`src/rtl/reset_run_watchdog.sv`:
```
// Reset stretcher and run watchdog for the simulation harness.
// Optional: define WDOG_FINISH_EN to report and $finish one cycle after a terminal state.
module reset_run_watchdog #(
    parameter int unsigned STRETCH    = 4,
    parameter int unsigned WDOG_LIMIT = 1000,
    parameter int unsigned CW         = 32
) (
    input  logic          CLK,
    input  logic          RST,
    input  logic          heartbeat,
    input  logic          done_req,
    output logic          rst_out_n,
    output logic          running,
    output logic          done_ack,
    output logic          timeout,
    output logic [1:0]    status,
    output logic [CW-1:0] cycle_count
);

    localparam int unsigned SCW = (STRETCH > 1) ? $clog2(STRETCH) : 1;
    localparam int unsigned IW  = $clog2(WDOG_LIMIT);

    localparam logic [SCW-1:0] S_LAST = SCW'(STRETCH - 1);
    localparam logic [IW-1:0]  I_LAST = IW'(WDOG_LIMIT - 1);

    typedef enum logic [2:0] {
        S_RESET,
        S_STRETCH,
        S_RUN,
        S_DONE,
        S_TIMEOUT
    } state_t;

    state_t         state;
    logic [SCW-1:0] stretch_cnt;
    logic [IW-1:0]  idle_cnt;

    always_ff @(posedge CLK or posedge RST) begin
        if (RST) begin
            state       <= S_RESET;
            stretch_cnt <= '0;
            idle_cnt    <= '0;
            rst_out_n   <= 1'b0;
            running     <= 1'b0;
            done_ack    <= 1'b0;
            timeout     <= 1'b0;
            status      <= 2'b00;
            cycle_count <= '0;
        end else begin
            case (state)
                S_RESET: begin
                    state       <= S_STRETCH;
                    stretch_cnt <= '0;
                end
                S_STRETCH: begin
                    if (stretch_cnt == S_LAST) begin
                        state     <= S_RUN;
                        rst_out_n <= 1'b1;
                        running   <= 1'b1;
                        status    <= 2'b10;
                    end else begin
                        stretch_cnt <= stretch_cnt + SCW'(1);
                    end
                end
                S_RUN: begin
                    if (cycle_count != '1)
                        cycle_count <= cycle_count + CW'(1);
                    // completion wins over expiry; a heartbeat only rescues from expiry
                    if (done_req) begin
                        state    <= S_DONE;
                        done_ack <= 1'b1;
                        running  <= 1'b0;
                        status   <= 2'b01;
                    end else if (heartbeat) begin
                        idle_cnt <= '0;
                    end else if (idle_cnt == I_LAST) begin
                        state   <= S_TIMEOUT;
                        timeout <= 1'b1;
                        running <= 1'b0;
                        status  <= 2'b11;
                    end else begin
                        idle_cnt <= idle_cnt + IW'(1);
                    end
                end
                S_DONE, S_TIMEOUT: begin
`ifdef WDOG_FINISH_EN
                    $display("reset_run_watchdog: status=%b cycle_count=%0d",
                             status, cycle_count);
                    $finish;
`else
                    state <= state;
`endif
                end
                default: state <= S_RESET;
            endcase
        end
    end

endmodule

```
`config.mk`:
```
export PLATFORM = sky130hd
export DESIGN_NAME = reset_run_watchdog
export DESIGN_NICKNAME = d
export VERILOG_FILES = /design/src/rtl/reset_run_watchdog.sv
export SDC_FILE = /design/constraint.sdc
export NUM_CORES = 1
export LEC_CHECK = 0
export BUFFER_PORTS_ARGS = -buffer_cell sky130_fd_sc_hd__buf_2
export CELL_PAD_IN_SITES_DETAIL_PLACEMENT = 1
export CELL_PAD_IN_SITES_GLOBAL_PLACEMENT = 2
export CORE_MARGIN = 2
export CORE_UTILIZATION = 24
export DETAILED_ROUTE_END_ITERATION = 6
export GPL_TIMING_DRIVEN = 0
export PLACE_DENSITY = 0.69
export SLEW_MARGIN = 5
export SYNTH_ARGS = -nofsm -noshare
export SYNTH_HDL_FRONTEND = slang
export SYNTH_SLANG_ARGS = --single-unit
export TNS_END_PERCENT = 20
```
`constraint.sdc`:
```
create_clock -name CLK -period 5 [get_ports CLK]
set_clock_uncertainty 0.1 [all_clocks]
set_input_delay 0.5 -clock CLK [delete_from_list [all_inputs] [get_ports CLK]]
set_output_delay 0.5 -clock CLK [all_outputs]
set_load 0.03 [all_outputs]
```
==> impl_results.md <==
* Yosys warns at 0
* Worst setup path endpoint: cycle_count[20]
* CTS root buf: clkbuf_16
* CP Launch Point: cycle_count[0]
* Most frequent cells in the layout: 53 x dfrtp_1, 44 x buf_2, 27 x nand2_1
* Pins over their slew limit at 0
* Register bit total from synthesis at 53
* Via density at 4.78
* IO Port Bufs at 41
* Ys flop type: dfrtp_1
* Multi-input logic area at 0.00132 mm²
* Post-detailed-route count of antenna-violating nets at 0
* Rel. slew slack at 0.601
* Seq pwr share at 0.469
* Status: complete, no violations
* Max Buffers Root-to-Sink at 2
* Reg2reg setup slack at 2.89 ns
* Crit Path Class: reg2reg
* Cts hold-fix bufs at 0
* Post-synth EDFFs at 0
* H-tree Lvls at 2
* Detailed Route Iter0 Violations at 61
* Setup violations, final at 0
* Post-CTS Setup Inserts at 0
* Logic pwr share at 0.065
* Mapped Cells at 265
* Hpwl dp at 4960 µm
* Wire per inst at 14.6 µm
* Max Fclk at 473 MHz
* RePlAce Congestion at 0.710
* Initial antenna violation count at 0
* Net Switching at 0.212 mW
* Net Count, Synth at 272
* Worst Path Required at 5.08 ns
* Reg clk slew, reported paths at 0.07 ns
* GRT Residual Overflow at 0
* Pleak at 1.58 nW
* Die Width at 110 µm
* Clock power share at 0.466
* # diodes at 0
* Total CTS buffers at 5
* CP startpoint kind: flop
* Post-Synthesis Cell Area at 0.00271 mm²
* Fin. Hold Viols at 0
* Sw frac at 0.222
* Via count at 2,175
* Post-synthesis sequential area ratio at 0.489
* Nets at 321
* Global-route wire length before repair at 11,100 µm
* Max FO, Critical Path at 8
* Worst vdd ir at 134 µV
* Synthesized area per cell at 10.2 µm²
* Unique masters post-synth at 52
* Die height at 110 µm
* Final Worst Setup Slack at 2.89 ns
* CP arrival at 2.20 ns
* Register area at 0.00133 mm²
* Worst Setup End Kind: flop
* RSZ-0062 raised after global routing: no
* Pre-CTS WS at 2.80 ns
* Post-route clock period utilization at 0.423
* PostCTS Resize Cnt at 0
* CTS tree: yes
* Vias in the first global route at 2,241
* Final TNS setup at 0 ns
* Clock Latency Late Sink at 0.29 ns
* Pin count of the biggest net entering global routing at 32
* Core Rows at 38
* Layout area overhead at 21.8%
* Max-Cap Viols at 0
* Overall routing resource usage at 0.118
* # IOs at 42
* Cell internal pwr at 0.742 mW
* Slew @ Worst Pin at 0.597 ns
* Synth async-reset ratio at 1.00
* Clock Sink Count at 53
* Share of cells above drive strength 1 at 0.248
* Initial Util at 0.248
* Routed wire length at 6630 µm
* DRC viols at 0
* R2R cell count at 6
* Tmin final at 2.11 ns
* DR pass1 iterations at 4
* Most common cell after layout, fill and taps aside: dfrtp_1
* P per Cell Area at 289 mW/mm²
* RR Endpoint: cycle_count[20]
* Core area at 0.0109 mm²
* Hold Path Class: in2async
* Die area at 0.0122 mm²
* Reg2reg start: cycle_count[0]
* # fillers at 1,277
[cells by family (layout without fill, tap and decap cells)]
group,Yosys count,count (layout),share of synthesized area
flops,53,53,0.489
fa+ha+maj,3,3,0.0139
xor+xnor,31,31,0.100
simple gates,123,123,0.271
buf+inv,14,64,0.0254
compound gates,38,38,0.0863
mux,3,3,0.0138
[worst min-delay path by stage]
stage               depth (start not counted)         endpoint        start  slack [ns]
floorplan                                   1      idle_cnt[8]  idle_cnt[8]        0.34
global placement                            1         done_ack     done_ack        0.34
detailed placement                          1         done_ack     done_ack        0.34
CTS                                         2  cycle_count[15]          RST        0.16
global route                                2  cycle_count[15]          RST        0.18
finish                                      2  cycle_count[15]          RST        0.13
[state kept, by name (all words and copies together) (netlist names)]
signal       flops
idle_cnt        10
rst_out_n        1
timeout          1
state            3
running          1
stretch_cnt      2
cycle_count     32
status           2
done_ack         1
[metrics by stage]
stage / instances / utilization / cell area [µm²] / total power, mW / hold slack [ns]
2_1_floorplan: 265 / - / 2710 / 0.494 / 0.341
4_1_cts: 455 / 0.302 / 3300 / 0.967 / 0.163
6_report: 455 / 0.302 / 3300 / 0.953 / 0.134
5_1_grt: 455 / 0.302 / 3300 / 0.992 / 0.177
3_5_place_dp: 447 / 0.284 / 3110 / 0.519 / 0.343
3_3_place_gp: 446 / 0.283 / 3090 / 0.515 / 0.341
[layer usage]
metal  part of all wire  track usage
met4             0.0098       0.0321
met1               0.45        0.149
met2               0.51        0.203
met3              0.034       0.0259
met5                  0            0
[power groups by stage]
stage	Combinational [mW]	Clock, mW	Sequential [mW]
finish	0.0620	0.445	0.447
global placement	0.0604	0	0.454
detailed placement	0.0639	0	0.455
global route	0.0692	0.475	0.448
CTS	0.0642	0.456	0.447
floorplan	0.0253	0	0.468
[synth_stat cells (3+ instances only)]
cell type,n,area [µm²]
inv_1,6,22.5
nand2_1,27,101
buf_2,3,15.0
a21oi_1,11,55.1
nand4_1,14,87.6
a31oi_1,3,18.8
ha_1,3,37.5
xnor2_1,15,131
nor4_1,3,18.8
xor2_1,16,140
dfrtp_1,53,1330
o21ai_1,5,25.0
and4_1,3,26.3
nor3_1,13,65.1
nand3_1,15,75.1
o21ai_0,11,55.1
nor2_1,21,78.8
[area by class of cell]
class / instances / share of cell area
Clock inverter: 3 / 0.0197
Sequential cell: 53 / 0.402
Buffer: 8 / 0.0140
Tap cell: 140 / 0.0531
Timing Repair Buffer: 42 / 0.0682
Inverter: 6 / 0.00682
Multi-Input combinational cell: 198 / 0.398
Clock buffer: 5 / 0.0379
[critical path: stages, from the launching register on]
cell	delay (ns)
dfrtp_1	0.45
ha_1	0.24
nand4_1	0.17
nor3_1	0.12
a211oi_2	0.56
nand4_1	0.19
xnor2_1	0.17
Note: power is estimated with default switching activity, not from simulation.
